## config.mk

```make
export PLATFORM = sky130hd
export DESIGN_NAME = osd_reg_initiator
export DESIGN_NICKNAME = d
export VERILOG_FILES = /design/src/rtl/dii_package.sv /design/src/rtl/osd_reg_pkg.sv /design/src/rtl/osd_reg_initiator_rx.sv /design/src/rtl/osd_reg_initiator.sv
export SDC_FILE = /design/constraint.sdc
export NUM_CORES = 1
export LEC_CHECK = 0
export BUFFER_PORTS_ARGS = -buffer_cell sky130_fd_sc_hd__buf_2
export CELL_PAD_IN_SITES_DETAIL_PLACEMENT = 2
export CELL_PAD_IN_SITES_GLOBAL_PLACEMENT = 2
export CORE_MARGIN = 1.5
export CORE_UTILIZATION = 33
export DETAILED_ROUTE_END_ITERATION = 6
export PLACE_DENSITY_LB_ADDON = 0.1
export SYNTH_ARGS = -nofsm -noshare
export SYNTH_HDL_FRONTEND = slang
export SYNTH_SLANG_ARGS = --single-unit
```

## constraint.sdc

```tcl
create_clock -name clk -period 2.4 [get_ports clk]
set_input_delay 0.12 -clock clk [delete_from_list [all_inputs] [get_ports clk]]
set_output_delay 0.12 -clock clk [all_outputs]
set_load 0.05 [all_outputs]
```

## src/rtl/dii_package.sv

```systemverilog
// Debug interconnect (DII) flit type shared by all ring participants.
package dii_package;

    typedef struct packed {
        logic        valid;
        logic        last;
        logic [15:0] data;
    } dii_flit;

endpackage

```

## src/rtl/osd_reg_pkg.sv

```systemverilog
// Register-access protocol constants: packet type, request/response subtypes, response lengths.
package osd_reg_pkg;

    localparam logic [1:0] RegType = 2'b00;

    localparam logic [3:0] SubReqRead   = 4'b0000;
    localparam logic [3:0] SubReqWrite  = 4'b0100;
    localparam logic [3:0] SubRespRdOk  = 4'b1000;
    localparam logic [3:0] SubRespRdErr = 4'b1100;
    localparam logic [3:0] SubRespWrOk  = 4'b1110;
    localparam logic [3:0] SubRespWrErr = 4'b1111;

    localparam int unsigned RespLenShort = 3;
    localparam int unsigned RespLenRead  = 4;

    function automatic logic [15:0] req_header(input logic write);
        return {RegType, (write ? SubReqWrite : SubReqRead), 10'h0};
    endfunction

    // A response subtype is acceptable only if it answers the outstanding operation.
    function automatic logic resp_sub_ok(input logic write, input logic [3:0] sub);
        if (write) begin
            return (sub == SubRespWrOk) || (sub == SubRespWrErr);
        end
        return (sub == SubRespRdOk) || (sub == SubRespRdErr);
    endfunction

endpackage

```

## src/rtl/osd_reg_initiator_rx.sv

```systemverilog
// Response parser: tracks packet boundaries on the incoming stream and strobes done/err/rdata
// when a well-formed response to the outstanding request ends.
module osd_reg_initiator_rx
    import dii_package::*;
    import osd_reg_pkg::*;
#(
    parameter int unsigned MAX_PKT_LEN = 8
) (
    input  logic        clk,
    input  logic        rst_n,
    input  dii_flit     flit_in,
    input  logic        active,
    input  logic [15:0] exp_src,
    input  logic [15:0] exp_dest,
    input  logic        op_write,
    output logic        done,
    output logic        err,
    output logic [15:0] rdata
);

    localparam int unsigned CntW = $clog2(MAX_PKT_LEN + 2);
    localparam logic [CntW-1:0] CntSat    = CntW'(MAX_PKT_LEN + 1);
    localparam logic [CntW-1:0] CntMaxIdx = CntW'(MAX_PKT_LEN);

    logic [CntW-1:0] cnt_q, cnt_d;
    logic            bad_q, bad_d;
    logic [3:0]      sub_q, sub_d;
    logic [3:0]      sub_cur;
    logic            bad_word;
    logic            bad_all;
    logic            bad_len;

    always_comb begin
        cnt_d   = cnt_q;
        bad_d   = bad_q;
        sub_d   = sub_q;
        done    = 1'b0;
        err     = 1'b0;
        rdata   = '0;
        sub_cur = (cnt_q == CntW'(2)) ? flit_in.data[13:10] : sub_q;

        // Any word seen while not waiting poisons the rest of its packet.
        bad_word = !active || (cnt_q >= CntMaxIdx);
        if (cnt_q == '0) begin
            bad_word = bad_word || (flit_in.data != exp_src);
        end else if (cnt_q == CntW'(1)) begin
            bad_word = bad_word || (flit_in.data != exp_dest);
        end else if (cnt_q == CntW'(2)) begin
            bad_word = bad_word || (flit_in.data[15:14] != RegType)
                       || !resp_sub_ok(op_write, flit_in.data[13:10]);
        end
        bad_all = bad_q || bad_word;

        if (cnt_q < CntW'(2)) begin
            bad_len = 1'b1;
        end else if (sub_cur == SubRespRdOk) begin
            bad_len = (cnt_q != CntW'(RespLenRead - 1));
        end else begin
            bad_len = (cnt_q != CntW'(RespLenShort - 1));
        end

        if (flit_in.valid) begin
            if (flit_in.last) begin
                done  = !(bad_all || bad_len);
                err   = done && ((sub_cur == SubRespRdErr) || (sub_cur == SubRespWrErr));
                rdata = (done && (sub_cur == SubRespRdOk)) ? flit_in.data : '0;
                cnt_d = '0;
                bad_d = 1'b0;
                sub_d = '0;
            end else begin
                cnt_d = (cnt_q == CntSat) ? cnt_q : cnt_q + 1'b1;
                bad_d = bad_all;
                if (cnt_q == CntW'(2)) begin
                    sub_d = flit_in.data[13:10];
                end
            end
        end
    end

    always_ff @(posedge clk or negedge rst_n) begin
        if (!rst_n) begin
            cnt_q <= '0;
            bad_q <= 1'b0;
            sub_q <= '0;
        end else begin
            cnt_q <= cnt_d;
            bad_q <= bad_d;
            sub_q <= sub_d;
        end
    end

endmodule

```

## src/rtl/osd_reg_initiator.sv

```systemverilog
// DII register-access initiator: one outstanding read/write, registered request flits.
// Optional response timeout enabled by defining OSD_REGINIT_TIMEOUT_EN.
module osd_reg_initiator
    import dii_package::*;
    import osd_reg_pkg::*;
#(
    parameter int unsigned MAX_PKT_LEN    = 8,
    parameter int unsigned TIMEOUT_CYCLES = 1024
) (
    input  logic        clk,
    input  logic        rst_n,
    input  logic [15:0] id,
    input  logic        req_valid,
    output logic        req_ready,
    input  logic        req_write,
    input  logic [15:0] req_dest,
    input  logic [15:0] req_addr,
    input  logic [15:0] req_wdata,
    output logic        resp_valid,
    output logic        resp_err,
    output logic        resp_timeout,
    output logic [15:0] resp_rdata,
    output dii_flit     debug_out,
    input  logic        debug_out_ready,
    input  dii_flit     debug_in,
    output logic        debug_in_ready
);

    localparam logic [2:0] StIdle   = 3'd0;
    localparam logic [2:0] StTxDest = 3'd1;
    localparam logic [2:0] StTxSrc  = 3'd2;
    localparam logic [2:0] StTxHdr  = 3'd3;
    localparam logic [2:0] StTxAddr = 3'd4;
    localparam logic [2:0] StTxData = 3'd5;
    localparam logic [2:0] StWait   = 3'd6;

    logic [2:0]  state_q, state_d;
    logic        write_q, write_d;
    logic [15:0] dest_q, dest_d;
    logic [15:0] addr_q, addr_d;
    logic [15:0] wdata_q, wdata_d;
    dii_flit     out_q, out_d;
    logic        resp_valid_q, resp_valid_d;
    logic        resp_err_q, resp_err_d;
    logic        resp_timeout_q, resp_timeout_d;
    logic [15:0] resp_rdata_q, resp_rdata_d;

    logic        xfer;
    logic        rx_done;
    logic        rx_err;
    logic [15:0] rx_rdata;
    logic        tmo_fire;

    osd_reg_initiator_rx #(
        .MAX_PKT_LEN (MAX_PKT_LEN)
    ) u_rx (
        .clk      (clk),
        .rst_n    (rst_n),
        .flit_in  (debug_in),
        .active   (state_q == StWait),
        .exp_src  (id),
        .exp_dest (dest_q),
        .op_write (write_q),
        .done     (rx_done),
        .err      (rx_err),
        .rdata    (rx_rdata)
    );

`ifdef OSD_REGINIT_TIMEOUT_EN
    localparam int unsigned TmoW = $clog2(TIMEOUT_CYCLES + 1);
    localparam logic [TmoW-1:0] TmoLast = TmoW'(TIMEOUT_CYCLES - 1);

    logic [TmoW-1:0] tmo_q, tmo_d;

    assign tmo_fire = (state_q == StWait) && (tmo_q == TmoLast);

    always_comb begin
        tmo_d = tmo_q;
        if (state_q != StWait) begin
            tmo_d = '0;
        end else if (tmo_q != TmoLast) begin
            tmo_d = tmo_q + 1'b1;
        end
    end

    always_ff @(posedge clk or negedge rst_n) begin
        if (!rst_n) begin
            tmo_q <= '0;
        end else begin
            tmo_q <= tmo_d;
        end
    end
`else
    logic unused_tmo;
    assign unused_tmo = ^TIMEOUT_CYCLES;
    assign tmo_fire   = 1'b0;
`endif

    assign xfer = out_q.valid && debug_out_ready;

    always_comb begin
        state_d        = state_q;
        write_d        = write_q;
        dest_d         = dest_q;
        addr_d         = addr_q;
        wdata_d        = wdata_q;
        out_d          = out_q;
        resp_valid_d   = 1'b0;
        resp_err_d     = 1'b0;
        resp_timeout_d = 1'b0;
        resp_rdata_d   = '0;

        case (state_q)
            StIdle: begin
                if (req_valid) begin
                    write_d    = req_write;
                    dest_d     = req_dest;
                    addr_d     = req_addr;
                    wdata_d    = req_wdata;
                    out_d.valid = 1'b1;
                    out_d.last  = 1'b0;
                    out_d.data  = req_dest;
                    state_d    = StTxDest;
                end
            end
            StTxDest: begin
                if (xfer) begin
                    out_d.data = id;
                    state_d    = StTxSrc;
                end
            end
            StTxSrc: begin
                if (xfer) begin
                    out_d.data = req_header(write_q);
                    state_d    = StTxHdr;
                end
            end
            StTxHdr: begin
                if (xfer) begin
                    out_d.data = addr_q;
                    out_d.last = !write_q;
                    state_d    = StTxAddr;
                end
            end
            StTxAddr: begin
                if (xfer) begin
                    if (write_q) begin
                        out_d.data = wdata_q;
                        out_d.last = 1'b1;
                        state_d    = StTxData;
                    end else begin
                        out_d   = '0;
                        state_d = StWait;
                    end
                end
            end
            StTxData: begin
                if (xfer) begin
                    out_d   = '0;
                    state_d = StWait;
                end
            end
            StWait: begin
                // A response completing in the timeout cycle takes priority.
                if (rx_done) begin
                    resp_valid_d = 1'b1;
                    resp_err_d   = rx_err;
                    resp_rdata_d = rx_rdata;
                    state_d      = StIdle;
                end else if (tmo_fire) begin
                    resp_valid_d   = 1'b1;
                    resp_err_d     = 1'b1;
                    resp_timeout_d = 1'b1;
                    state_d        = StIdle;
                end
            end
            default: begin
                out_d   = '0;
                state_d = StIdle;
            end
        endcase
    end

    always_ff @(posedge clk or negedge rst_n) begin
        if (!rst_n) begin
            state_q        <= StIdle;
            write_q        <= 1'b0;
            dest_q         <= '0;
            addr_q         <= '0;
            wdata_q        <= '0;
            out_q          <= '0;
            resp_valid_q   <= 1'b0;
            resp_err_q     <= 1'b0;
            resp_timeout_q <= 1'b0;
            resp_rdata_q   <= '0;
        end else begin
            state_q        <= state_d;
            write_q        <= write_d;
            dest_q         <= dest_d;
            addr_q         <= addr_d;
            wdata_q        <= wdata_d;
            out_q          <= out_d;
            resp_valid_q   <= resp_valid_d;
            resp_err_q     <= resp_err_d;
            resp_timeout_q <= resp_timeout_d;
            resp_rdata_q   <= resp_rdata_d;
        end
    end

    assign req_ready      = rst_n && (state_q == StIdle);
    assign debug_out      = out_q;
    assign debug_in_ready = 1'b1;
    assign resp_valid     = resp_valid_q;
    assign resp_err       = resp_err_q;
    assign resp_timeout   = resp_timeout_q;
    assign resp_rdata     = resp_rdata_q;

endmodule
```

## Yosys cells after proc, flatten, opt, wreduce, memory -nomap -nowiden

Index checks and enable logic that the tools add are counted.

- Add/sub/neg operators: 1
- Order comparisons: 2
- Eq/ne operators: 29
- Multiplexer cells: 53
- Bitwise gates (word level): 3
- Reduce and logical (&&, ||, !) cells: 29

Operator list:

| cell | number |
|---|---|
| 16-bit 2-to-1 mux | 7 |
| 16-bit case mux with 7 select lines | 1 |
| 18-bit 2-to-1 mux | 3 |
| 17-bit 2-to-1 mux | 2 |
| 4-bit == test, second input constant | 8 |
| 16-bit inequality test | 2 |
| 1-bit 2-to-1 mux | 24 |
| 3-bit 2-to-1 mux | 8 |
| 3-bit case mux with 7 select lines | 1 |
| 2-bit inequality test, second input constant | 9 |
| 4-bit 2-to-1 mux | 4 |
| 7-bit AND reduction | 2 |
| 1-bit logical OR | 10 |
| 5-bit AND reduction | 2 |
| 3-bit == test, second input constant | 3 |
| 4-bit by 2-bit inequality test with 1-bit output, second input constant | 2 |
| 3-bit by 2-bit == test with 1-bit output, second input constant | 2 |
| 1-bit case mux with 5 select lines | 1 |
| 4-bit by 1-bit adder with 4-bit output, second input constant | 1 |
| 4-bit by 1-bit == test with 1-bit output, second input constant | 1 |
| 4-bit by 2-bit == test with 1-bit output, second input constant | 1 |
| 4-bit greater-or-equal comparator, second input constant | 1 |
| 1-bit logical AND | 4 |
| 1-bit zero test | 4 |
| 11 further kinds | 14 |

- Flip-flop bits (word level): 97
- Bits of input ports: 87
- Output and inout port bits: 39
- Word-level logic and storage cells: 131

## Longest topological paths before layout

Gate-level depths: netlist of run 1.

- Word-level depth: 22
- Gate-level depth with buffers: 8
- Depth with buffers taken out: 7

## Cells and area by module

Synthesis of run 1 repeated with hierarchy kept, for this count alone.

- Cell total of the unflattened synthesis: 465
- Area total of the unflattened synthesis: 5308.8 um^2

By module, submodules not included:

| module | instances | cells each | area each (um^2) | seq. area each (um^2) |
|---|---|---|---|---|
| osd_reg_initiator | 1 | 312 | 3923.8 | 2202.1 |
| osd_reg_initiator_rx | 1 | 153 | 1385.1 | 225.2 |

## Least setup slack after synthesis of run 1

OpenSTA, ideal clock, no wires.

- Kind: register -> output
- From: register state_q[2]
- To: output port req_ready
- Arrival time: 2579 ps
- Required time: 2280 ps
- Slack: -299 ps
- Stages on the path, launching flop included: 5
- Buffers on the path: 3
- Path through: dfrtp_1 > buf_2 > clkbuf_1 > clkbuf_1 > nor4b_1

- Longest elaborated chain between the ends: 2

Ends and longest elaborated chain:

| element | RTL line | RTL |
|---|---|---|
| from (decl) | osd_reg_initiator.sv:37 | `logic [2:0] state_q, state_d;` |
| from (signal assigned) | osd_reg_initiator.sv:186 | `state_q <= StIdle;` |
| from (signal assigned) | osd_reg_initiator.sv:197 | `state_q <= state_d;` |
| 3-bit zero test | osd_reg_initiator.sv:210 | `assign req_ready = rst_n && (state_q == StIdle);` |
| 1-bit logical AND | osd_reg_initiator.sv:210 |  |
| to (decl) | osd_reg_initiator.sv:14 | `output logic req_ready,` |

No other way between the ends.

## Final worst setup path of run 1

- From: register dest_q[4]
- To: register resp_err_q, in the netlist resp_err

- Longest elaborated chain between the ends: 12
- Elaborated cells on any way between the ends: 14
- Those cells by class: 1 x eq/ne; 8 x mux; 5 x reduce/logical

Ends and longest elaborated chain:

| element | RTL line | RTL |
|---|---|---|
| from (decl) | osd_reg_initiator.sv:39 | `logic [15:0] dest_q, dest_d;` |
| from (signal assigned) | osd_reg_initiator.sv:199 | `dest_q <= dest_d;` |
| 16-bit inequality test * | osd_reg_initiator_rx.sv:47 | `bad_word = bad_word \|\| (flit_in.data != exp_dest);` |
| 1-bit logical OR * | osd_reg_initiator_rx.sv:47 |  |
| 1-bit 2-to-1 mux * | osd_reg_initiator_rx.sv:46 | `end else if (cnt_q == CntW'(1)) begin` |
| 1-bit 2-to-1 mux * | osd_reg_initiator_rx.sv:44 | `if (cnt_q == '0) begin` |
| 1-bit logical OR * | osd_reg_initiator_rx.sv:52 | `bad_all = bad_q \|\| bad_word;` |
| 1-bit logical OR * | osd_reg_initiator_rx.sv:64 | `done = !(bad_all \|\| bad_len);` |
| 1-bit zero test * | osd_reg_initiator_rx.sv:64 |  |
| 1-bit logical AND | osd_reg_initiator_rx.sv:65 | `err = done && ((sub_cur == SubRespRdErr) \|\| (sub_cur == SubRespWrErr));` |
| 1-bit 2-to-1 mux | osd_reg_initiator_rx.sv:63 | `if (flit_in.last) begin` |
| 1-bit 2-to-1 mux | osd_reg_initiator_rx.sv:62 | `if (flit_in.valid) begin` |
| 1-bit 2-to-1 mux * | osd_reg_initiator.sv:165 | `if (rx_done) begin` |
| 1-bit 2-to-1 mux * | osd_reg_initiator.sv:113 | `case (state_q)` |
| net resp_err_d | osd_reg_initiator.sv:44 | `logic resp_err_q, resp_err_d;` |
| to (signal assigned) | osd_reg_initiator.sv:204 | `resp_err_q <= resp_err_d;` |
| to (decl) | osd_reg_initiator.sv:44 |  |

Mark *: on every way through the listed nets, which the timed path passes. The rest lies on a longest branch.
A chain may end at the register's enable or synchronous reset.

==> results of run 1 <==
worst max-delay path, cell delays in order (launching register included):
cell and delay (ns):
dfrtp_1 0.40, xor2_1 0.15, nor4_1 0.38, nand4_1 0.18, a311o_1 0.45, a21oi_1 0.33, a21boi_0 0.24
cells in the final DEF, fill, tap and decap left out, types with 2 or more instances in the layout:
cell type	instances
a21oi_1	28
a22o_1	16
a22oi_1	4
a311oi_1	2
and2_1	18
buf_12	2
buf_2	122
buf_4	11
clkbuf_1	3
clkbuf_16	9
clkinv_4	2
conb_1	2
dfrtp_1	97
dlygate4sd3_1	32
ha_1	3
inv_1	9
mux2_2	49
mux2i_1	17
nand2_1	34
nand2b_1	3
nand3_1	5
nand4_1	6
nor2_1	26
nor3_1	3
nor4_1	7
nor4b_1	2
nor4b_2	2
o21ai_0	28
o2bb2ai_1	4
o31ai_1	2
xnor2_1	6
xor2_1	28
cell families after synthesis:
group / Yosys count / synth area share [%]
AO/OA/AOI/OAI: 94 / 12.62
AND/OR/NAND/NOR: 111 / 11.33
other: 2 / 0.1553
adder cells (fa/ha/maj): 3 / 0.7761
flip-flops: 97 / 50.18
buffers and inverters: 40 / 3.854
XOR/XNOR: 34 / 6.156
multiplexers: 66 / 14.92
area by class of cell:
class	count	area [sq um]
tap	184	230.2
clock inverter	4	30.03
antenna	1	2.502
timing repair buffer	167	1054
clock buffer	12	236.5
inverter	9	33.78
sequential	97	2427
multi-input combinational	310	2241
fill	1543	8169
flip-flops by register name, summed over array words and instances (netlist names):
name,cells
wdata_q,16
resp_err,1
debug_out,18
write_q,1
u_rx.bad_q,1
addr_q,16
u_rx.cnt_q,4
u_rx.sub_q,4
resp_valid,1
resp_rdata,16
state_q,3
dest_q,16
cell usage after synthesis (all sizes together) (2+ instances only):
library cell / n
o21ai: 28
a22oi: 4
inv: 9
o2bb2ai: 4
conb: 2
mux2: 49
o31ai: 2
buf: 11
nand2b: 3
a311oi: 2
xnor2: 6
and2: 18
a22o: 16
nor2: 26
nand2: 34
xor2: 28
nor4: 7
a211oi: 2
dfrtp: 97
nand4: 6
clkbuf: 20
nand3: 5
mux2i: 17
nor3: 4
a21oi: 28
nor4b: 4
ha: 3
timing repair:
action                                  CTS  global route
hold endpoints to repair                128             0
hold buffers                             32             0
endpoints found under the setup margin    0             1
gates resized for setup                   0             1
how the worst max path moves through the flow:
stage                     cells after the start                       to                      start
after global placement                        7  resp_rdata[7]$_DFF_PN0_      dest_q[4]$_DFFE_PN0P_
after global routing                          7  resp_rdata[3]$_DFF_PN0_      dest_q[4]$_DFFE_PN0P_
after floorplan                               7       resp_err$_DFF_PN0_  u_rx.cnt_q[2]$_DFFE_PN0P_
final                                         6       resp_err$_DFF_PN0_      dest_q[4]$_DFFE_PN0P_
after CTS                                     6       resp_err$_DFF_PN0_  u_rx.cnt_q[0]$_DFFE_PN0P_
after detailed placement                      6       resp_err$_DFF_PN0_      dest_q[4]$_DFFE_PN0P_
per-layer routing:
metal / global-route usage [%] / up-vias
met5: 0 / -
met2: 35.41 / 93
met1: 27.26 / 2041
met4: 5.469 / 0
met3: 5.220 / 14
li1: - / 1861
power by group through the flow:
| stage | Clock, mW | Sequential, mW | Combinational [mW] |
|---|---|---|---|
| after CTS | 1.42 | 2.43 | 2.00 |
| after global routing | 1.48 | 2.49 | 2.14 |
| after floorplan | 0 | 2.76 | 0.973 |
| after global placement | 0 | 2.42 | 1.89 |
| final | 1.37 | 2.42 | 1.97 |
| after detailed placement | 0 | 2.45 | 1.94 |
==> run_results.csv, run 1 <==
group,metric,value,unit
status,status,"finished, final reports clean",
global_routing,grt-ovfl-total,0,
global_routing,antenna_found_initial,1,
timing,slew_headroom,59.45,%
cells_and_area,final_area,6255,sq um
timing,hold-worst-slack,0.01435,ns
clock_tree,cts.sinks,97,
timing,drv_slew,0,
placement,dp_slack,0.2252,ns
logic_synthesis,syn_area,4837,sq um
logic_synthesis,synth_warnings,0,
floorplanning,die_h,124.1,um
drt,num_vias,4009,
floorplanning,die_area,15390,sq um
timing,max_freq,0.4503,GHz
setup_path,crit_arrival,2.49,ns
timing,timing.final.crit_period,2.221,ns
timing,fin_crit_sh,92.54,%
drt,wl_met1,6969,um
logic_synthesis,synth_area_per_cell,10.82,sq um
power,peakVddDrop,588.4,uV
timing,setup_viol,0,
timing,worst_pin_slew,0.6027,ns
floorplanning,die_w,124.1,um
placement,place.port_buffers,123,
setup_path,worstPathRequired,2.67,ns
placement,dp_hpwl,10940,um
cells_and_area,fin_cells,784,
logic_synthesis,yosysUniqueCellTypes,43,
global_routing,grt_usage,21.11,%
clock_tree,clk_latency,0.36,ns
global_routing,grt_pass1_wl,23920,um
power,pwr-share-comb,34.1,%
worst_hold_path,holdPathEnd,"addr_q[3]$_DFFE_PN0P_",
timing,finalSetupTns,0,ns
setup_path,reg2reg_from,"dest_q[4]$_DFFE_PN0P_",
power,swShare,37.60,%
setup_path,cp_max_fo,4,
setup_path,path_class,"reg -> reg",
logic_synthesis,synth_ff_type,"dfrtp_1",
drt,firstDrtPassIters,4,
clock_tree,cts_tree,"yes",
placement,placed_area,5659,sq um
cells_and_area,fin_nets,684,
setup_path,reg2reg_to,"resp_err$_DFF_PN0_",
cells_and_area,syn_to_final_growth,29.31,%
power,p_leak,3.008,nW
logic_synthesis,syn-instance-count,447,
logic_synthesis,yosysTopAreaCell,"dfrtp_1",
global_routing,grt_max_degree,98,
timing,worst_slack,0.1791,ns
drt,drc,0,
logic_synthesis,ys_ff_latch,97,
timing,rsz0062_at_grt,"false",
logic_synthesis,synth_edf_count,0,
logic_synthesis,synth-async-reset-ratio,100.0,%
setup_path,start_kind,"flop",
power,power.net_switching,2.167,mW
placement,place_congestion,0.7837,
setup_path,ff2ff_path_depth,6,
worst_hold_path,worstHoldStart,"req_addr[3]",
drt,avgViaCountPerCell,5.114,
placement,placed_cells,735,
timing,fin_worst_skew,0.01035,ns
power,seq_power_share,42.0,%
clock_tree,cts_root_buf,"clkbuf_16",
power,clockPowerShare,23.8,%
power,cellPowerDensity,921.5,nW/um^2
logic_synthesis,syn_nets,537,
drt,ant_nets,0,
timing,finalHoldViolCount,0,
clock_tree,clk_path_buf_depth,2,
clock_tree,numCtsBuffers,9,
setup_path,crit_path_end_kind,"flop",
worst_hold_path,hp-class,"in -> reg",
global_routing,grt_pass1_vias,4363,
floorplanning,core,14420,sq um
setup_path,rrSetupSlack,0.18,ns
drt,wl_met2,7519,um
power,internal_power,3.596,mW
cells_and_area,drive_above_1_share,33.72,%
logic_synthesis,ys_seq_area_share,50.18,%
floorplanning,io_pins,126,
floorplanning,num_rows,44,
drt,drt_iter0_markers,131,
logic_synthesis,synth_area_leaders,"dfrtp_1 (50%), mux2_2 (11%), xor2_1 (5.1%), mux2i_1 (3.5%), a21oi_1 (2.9%)",
drt,top_layer,"met4",
clock_tree,htreeDepth,3,
cells_and_area,utilization,43.36,%
worst_hold_path,min_path_cells,2,
job,max_cap_violations,0,
drt,wl_met3,701,um
logic_synthesis,synth_top_area_share,50.18,%
clock_tree,post_cts.repair.setup_buffers,0,
clock_tree,clk_pin_slew,0.07,ns
power,total_power,5.763,mW
drt,wl_per_cell,19.58,um
drt,routed_wl,15350,um
floorplanning,initial_core_util,33.54,%
Power figures use the tool's default switching activity.
==> inputs of run 2 (changes only) <==
ABC_AREA = 1   (was unset)
CORE_UTILIZATION = 31   (was 33)
==> run_results.csv, run 2 <==
group,metric,value,unit
status,status,"finished, final reports clean",
power,clockPowerShare,21.3,%
timing,worst_pin_slew,0.5854,ns
clock_tree,htreeDepth,3,
logic_synthesis,synthAdderAreaFrac,0.7440,%
logic_synthesis,synth_top_family_by_area,"simple AND/OR/NAND/NOR gates",
logic_synthesis,syn_nets,679,
cells_and_area,final_area,6424,sq um
global_routing,grt_pass1_wl,27750,um
logic_synthesis,yosysTopAreaCell,"dfrtp_1",
timing,finalSetupTns,0,ns
global_routing,grt_max_degree,98,
logic_synthesis,synth.area.mux_share,8.705,%
drt,drt_iter0_markers,133,
global_routing,grt_util_met3,2.199,%
logic_synthesis,synth_warnings,0,
floorplanning,num_rows,46,
clock_tree,clk_path_buf_depth,2,
drt,avgViaCountPerCell,4.809,
global_routing,grt-ovfl-total,0,
floorplanning,die_h,130.6,um
setup_path,path_common_cell,"nor2_4",
placement,dp_hpwl,13640,um
setup_path,crit_slowest_cell,"dfrtp_1",
clock_tree,numCtsBuffers,9,
logic_synthesis,synth-async-reset-ratio,100.0,%
job,max_cap_violations,0,
power,peakVddDrop,635.1,uV
global_routing,grt_pass1_vias,5088,
global_routing,use_met1,28.30,%
cells_and_area,largest_reg_flops,18,
global_routing,antenna_found_initial,0,
worst_hold_path,worstHoldStart,"req_wdata[14]",
power,pwr-share-comb,43.5,%
cells_and_area,fill_cells,1844,
floorplanning,initial_core_util,31.76,%
drt,num_vias,4564,
setup_path,max_stage_delay,0.46,ns
logic_synthesis,synth_edf_count,0,
drt,ant_nets,0,
setup_path,crit_path_end_kind,"flop",
cells_and_area,final_cell_mix,"nand2_1 (184), buf_2 (122), dfrtp_1 (97)",
placement,place_congestion,0.8500,
placement,placed_area,5983,sq um
logic_synthesis,yosys.area_share.simple,24.60,%
drt,routed_wl,17550,um
power,p_leak,3.329,nW
cells_and_area,n_antenna_cell,0,
placement,dp_slack,0.1399,ns
timing,worst_slack,0.2341,ns
setup_path,crit_arrival,2.42,ns
setup_path,rrSetupSlack,0.23,ns
global_routing,grt.busiest_layer,"met2",
setup_path,crit_family,"simple AND/OR/NAND/NOR gates",
clock_tree,clk_latency,0.35,ns
logic_synthesis,synth_xor_area_share,1.910,%
logic_synthesis,ys_seq_area_share,48.12,%
timing,finalHoldViolCount,0,
cells_and_area,fin_nets,818,
logic_synthesis,synth_top_area_share,48.12,%
logic_synthesis,ys_ff_latch,97,
clock_tree,cts.sinks,97,
placement,placed_cells,923,
timing,timing.final.crit_period,2.166,ns
worst_hold_path,hp-class,"in -> reg",
logic_synthesis,synth_area_leaders,"dfrtp_1 (48%), nand2_1 (14%), mux2_2 (8.7%), inv_1 (5.0%), o21ai_0 (3.5%)",
cells_and_area,syn_to_final_growth,27.33,%
timing,rsz0062_at_grt,"false",
setup_path,critPathBufInv,1,
floorplanning,die_w,130.6,um
timing,drv_slew,0,
setup_path,cp_max_fo,18,
setup_path,path_class,"reg -> reg",
logic_synthesis,synth_area_per_cell,8.565,sq um
logic_synthesis,synth_ff_type,"dfrtp_1",
clock_tree,post_cts.repair.setup_buffers,0,
cells_and_area,fin_cells,949,
power,internal_power,4.375,mW
cells_and_area,mostFrequentLayoutCell,"nand2_1",
worst_hold_path,holdPathEnd,"wdata_q[14]$_DFFE_PN0P_",
logic_synthesis,yosys.cell_count.top_type,"nand2_1",
power,swShare,42.04,%
clock_tree,clk_pin_slew,0.07,ns
cells_and_area,drive_above_1_share,30.97,%
logic_synthesis,synth-compound-area-share,8.532,%
drt,firstDrtPassIters,4,
power,seq_power_share,35.1,%
setup_path,start_kind,"flop",
floorplanning,core,15890,sq um
setup_path,reg2reg_to,"resp_rdata[7]$_DFF_PN0_",
cells_and_area,multi_input_area,2266,sq um
global_routing,use_met2,38.85,%
power,power.net_switching,3.174,mW
drt,drc,0,
timing,max_freq,0.4617,GHz
floorplanning,die_area,17050,sq um
timing,fin_crit_sh,90.25,%
clock_tree,cts_root_buf,"clkbuf_16",
floorplanning,io_pins,126,
logic_synthesis,yosysUniqueCellTypes,39,
logic_synthesis,synthTopCellsByCount,"nand2_1 (185), dfrtp_1 (97), inv_1 (67)",
global_routing,grt_usage,21.73,%
timing,slew_headroom,60.97,%
logic_synthesis,syn-instance-count,589,
cells_and_area,register_area,2427,sq um
setup_path,worstPathRequired,2.66,ns
setup_path,reg2reg_from,"u_rx.cnt_q[3]$_DFFE_PN0P_",
setup_path,critical_path.cell_chain,"nor2_4 -> nand3_1 -> nand2_1 -> nand2_2 -> nor2_4 -> nor2_2 -> nor2_4 -> nand4_4 -> buf_4 -> nor3_1",
clock_tree,cts_tree,"yes",
worst_hold_path,min_path_cells,2,
drt,wl_per_cell,18.50,um
placement,place.port_buffers,123,
timing,setup_viol,0,
setup_path,ff2ff_path_depth,10,
timing,fin_worst_skew,0.008143,ns
power,cellPowerDensity,1175,nW/um^2
logic_synthesis,syn_area,5045,sq um
## run 2: cell count changes after synthesis, moves of 10 or more
| cell | before | now |
|---|---|---|
| nand2_1 | 34 | 185 |
| nor2_1 | 26 | 37 |
| mux2_2 | 49 | 39 |
| and2_1 | 18 | 0 |
| inv_1 | 9 | 67 |
| a21oi_1 | 28 | 4 |
| o2111ai_1 | 0 | 15 |
| xor2_1 | 28 | 7 |
| clkbuf_1 | 20 | 10 |
| mux2i_1 | 17 | 0 |
| nand3_1 | 5 | 17 |
| a22o_1 | 16 | 0 |
## run 2: what timing repair did
action / in CTS / in global routing
gates resized for setup: 0 / 4
endpoints found under the setup margin: 0 / 9
endpoints found under the hold margin: 106 / 0
hold buffers: 10 / 0
## run 2: how the worst max path moves through the flow
stage,from,to,depth (start not counted)
2_1_floorplan,u_rx.cnt_q[1]$_DFFE_PN0P_,resp_rdata[4]$_DFF_PN0_,11
4_1_cts,u_rx.cnt_q[0]$_DFFE_PN0P_,resp_rdata[7]$_DFF_PN0_,11
6_report,u_rx.cnt_q[3]$_DFFE_PN0P_,resp_rdata[7]$_DFF_PN0_,10
3_3_place_gp,u_rx.cnt_q[1]$_DFFE_PN0P_,resp_rdata[6]$_DFF_PN0_,11
5_1_grt,u_rx.cnt_q[0]$_DFFE_PN0P_,resp_rdata[7]$_DFF_PN0_,11
3_5_place_dp,u_rx.cnt_q[1]$_DFFE_PN0P_,resp_rdata[7]$_DFF_PN0_,11
## run 2: per-layer routing
layer	vias to the layer above	part of all wire, %
met3	10	2.7
met1	2303	46
met5	-	0
li1	2168	-
met4	0	0.88
met2	83	51
## run 2: kinds of logic (layout without fill, tap and decap cells)
logic type,count (synthesis),count (layout)
other,2,2
AND/OR/NAND/NOR,277,277
multiplexers,39,39
XOR/XNOR,11,11
AO/OA/AOI/OAI,68,68
flip-flops,97,97
buffers and inverters,92,236
adder cells (fa/ha/maj),3,3
## run 2: power groups by stage
stage                     combinational, mW  clock, mW  sequential [mW]
final                                  3.29       1.61             2.65
after global routing                   3.62       1.69             2.73
after CTS                              3.33       1.65             2.66
after detailed placement               3.30          0             2.68
after global placement                 3.15          0             2.63
after floorplan                        1.83          0             2.95
## run 2: area by class of cell
class,count,area share (%)
clock buffer,10,3.720
clock inverter,6,1.402
inverter,74,4.324
multi-input combinational,400,35.27
sequential,97,37.79
tap,216,4.207
timing repair buffer,146,13.28
## run 2: metrics by stage
stage               util [%]  hold slack (ns)  power [mW]
finish                 40.44         0.004437       7.549
global route           40.44         0.003764       8.042
CTS                    40.37       0.00005465       7.638
detailed placement     37.67           0.2844       5.973
global placement       37.67           0.2795       5.783
floorplan                  -          -0.1756       4.783
==> inputs of run 3 (changes only) <==
CORE_UTILIZATION = 32   (was 31)
SYNTH_HIERARCHICAL = 1   (was unset)
==> run_results.csv, run 3 <==
group,metric,value,unit
job,max_cap_violations,0,
clock_tree,clk_latency,0.35,ns
logic_synthesis,synthTopCellsByCount,"nand2_1 (204), dfrtp_1 (97), inv_1 (85)",
logic_synthesis,synth_warnings,6,
timing,fin_worst_skew,0.008756,ns
cells_and_area,mostFrequentLayoutCell,"nand2_1",
clock_tree,clk_path_buf_depth,2,
cells_and_area,n_antenna_cell,0,
clock_tree,cts_tree,"yes",
drt,routed_wl,19050,um
cells_and_area,final_cell_mix,"nand2_1 (203), buf_2 (122), dfrtp_1 (96)",
setup_path,crit_arrival,2.51,ns
worst_hold_path,worstHoldStart,"req_wdata[4]",
logic_synthesis,ys_seq_area_share,42.10,%
placement,dp_hpwl,14330,um
power,total_power,8.566,mW
drt,wl_per_cell,17.95,um
setup_path,crit_slowest_cell,"dfrtp_1",
logic_synthesis,synth-async-reset-ratio,100.0,%
setup_path,critical_path.cell_chain,"inv_2 -> ha_1 -> inv_1 -> nor2_2 -> nand3_1 -> nor2_1 -> nand4_1 -> nand2_2 -> nand3_4 -> inv_2 -> inv_1 -> nand2_1 -> nand2_1 -> nor2_2 -> nand2_1 -> nand2_1",
timing,fin_crit_sh,92.83,%
global_routing,grt_max_degree,98,
floorplanning,io_pins,126,
logic_synthesis,yosys.cell_count.top_type,"nand2_1",
global_routing,grt-ovfl-total,0,
global_routing,grt_pass1_vias,5651,
timing,finalHoldViolCount,0,
setup_path,start_kind,"flop",
placement,place.port_buffers,123,
floorplanning,die_area,18830,sq um
logic_synthesis,yosysTopAreaCell,"dfrtp_1",
power,cellPowerDensity,1195,nW/um^2
clock_tree,numCtsBuffers,9,
logic_synthesis,yosysUniqueCellTypes,35,
logic_synthesis,synth_ff_type,"dfrtp_1",
logic_synthesis,synth_area_per_cell,8.356,sq um
placement,place_congestion,0.8380,
logic_synthesis,syn_nets,780,
logic_synthesis,synth_area_leaders,"dfrtp_1 (42%), nand2_1 (13%), mux2_4 (12%), inv_1 (5.5%), nor2_1 (4.3%)",
drt,num_vias,5103,
global_routing,grt_pass1_wl,30860,um
logic_synthesis,ys_ff_latch,97,
clock_tree,htreeDepth,3,
logic_synthesis,syn-instance-count,690,
setup_path,cp_max_fo,4,
floorplanning,initial_core_util,32.99,%
clock_tree,clk_pin_slew,0.07,ns
cells_and_area,largest_reg_flops,18,
timing,setup_viol,0,
floorplanning,die_w,137.2,um
setup_path,path_common_cell,"nand2_1",
cells_and_area,drive_above_1_share,28.95,%
setup_path,worstPathRequired,2.68,ns
drt,ant_nets,0,
timing,drv_slew,0,
setup_path,max_stage_delay,0.44,ns
logic_synthesis,synth_top_area_share,42.10,%
power,p_leak,3.845,nW
floorplanning,core,17480,sq um
cells_and_area,fin_nets,921,
global_routing,antenna_found_initial,0,
status,status,"finished, final reports clean",
setup_path,reg2reg_from,"u_rx/cnt_q[1]$_DFFE_PN0P_",
power,peakVddDrop,477.8,uV
cells_and_area,syn_to_final_growth,24.28,%
global_routing,grt_usage,21.51,%
drt,drc,0,
placement,placed_area,6565,sq um
logic_synthesis,syn_area,5766,sq um
setup_path,critPathBufInv,4,
clock_tree,cts.sinks,97,
setup_path,crit_family,"simple AND/OR/NAND/NOR gates",
clock_tree,cts_root_buf,"clkbuf_16",
floorplanning,die_h,137.2,um
timing,worst_pin_slew,0.5504,ns
timing,timing.final.crit_period,2.228,ns
setup_path,cp-startpoint,"u_rx/cnt_q[1]$_DFFE_PN0P_",
drt,firstDrtPassIters,4,
drt,avgViaCountPerCell,4.810,
cells_and_area,final_area,7166,sq um
worst_hold_path,hp-class,"in -> reg",
logic_synthesis,synth_edf_count,0,
floorplanning,num_rows,48,
setup_path,path_class,"reg -> reg",
timing,slew_headroom,63.31,%
drt,drt_iter0_markers,247,
setup_path,crit_path_end_kind,"flop",
timing,max_freq,0.4489,GHz
-- run 3: worst paths after layout --
kind / depth (start not counted) / slack, ns / endpoint
worst max-delay path: 16 / 0.17 / state_q[0]$_DFFE_PN0P_
worst min-delay path: 2 / 0.007 / wdata_q[4]$_DFFE_PN0P_
worst max register to register: 16 / 0.17 / state_q[0]$_DFFE_PN0P_
worst min register to register: 2 / 0.48 / debug_out[9]$_DFFE_PN0P_
max in group asynchronous: 3 / 1.58 / dest_q[5]$_DFFE_PN0P_
min in group asynchronous: 3 / 0.39 / u_rx/sub_q[2]$_DFFE_PN0P_
-- run 3: final cells by class --
cell class / count / area (sq um)
clock buffer: 10 / 239.0
clock inverter: 6 / 90.09
fill: 1993 / 10310
inverter: 89 / 334.1
multi-input combinational: 472 / 2789
sequential: 97 / 2429
tap: 225 / 281.5
timing repair buffer: 162 / 1003
-- run 3: layer usage --
metal  wire length, um  global-route usage [%]  vias up
li1                  -                       -     2458
met1              8873                   28.40     2538
met2              9482                   37.77       93
met3               506                   2.391       14
met4               182                   4.971        0
met5                 0                       0        -
-- run 3: power breakdown --
group	leakage (nW)	total (mW)	switching, mW	internal, mW
logic	2.47	4.23	2.59	1.64
clock network	0.159	1.63	0.687	0.947
registers	1.22	2.71	0.459	2.25
total	3.85	8.57	3.73	4.83
-- run 3: logic make-up after synthesis --
| kind of cell | after synthesis | synth area share, % |
|---|---|---|
| simple gates | 382 | 30.66 |
| buf+inv | 121 | 9.657 |
| flops | 97 | 42.10 |
| mux | 48 | 12.43 |
| compound gates | 23 | 2.235 |
| xor+xnor | 14 | 2.127 |
| fa+ha+maj | 3 | 0.6511 |
| other cells | 2 | 0.1303 |
-- run 3: what timing repair did --
item                                   in CTS  in global routing
gates resized for setup                     1                  5
setup buffers                               0                  4
pin swaps                                   0                  2
cloned                                      0                  0
endpoints found under the hold margin     118                  0
setup endpoints to repair                   3                  9
hold buffers                               22                  0
-- run 3: stage by stage --
| stage | instances | setup slack (ns) | util, % | hold WS (ns) | setup TNS, ns |
|---|---|---|---|---|---|
| after CTS | 1057 | 0.006244 | 40.71 | 0.002403 | 0 |
| after floorplan | 690 | 0.2852 | - | -0.1756 | 0 |
| after global placement | 1019 | 0.3425 | 37.56 | 0.2400 | 0 |
| final | 1061 | 0.1721 | 41.00 | 0.006512 | 0 |
| after global routing | 1061 | -0.04990 | 41.00 | 0.002729 | -0.1459 |
| after detailed placement | 1019 | 0.09706 | 37.56 | 0.2544 | 0 |
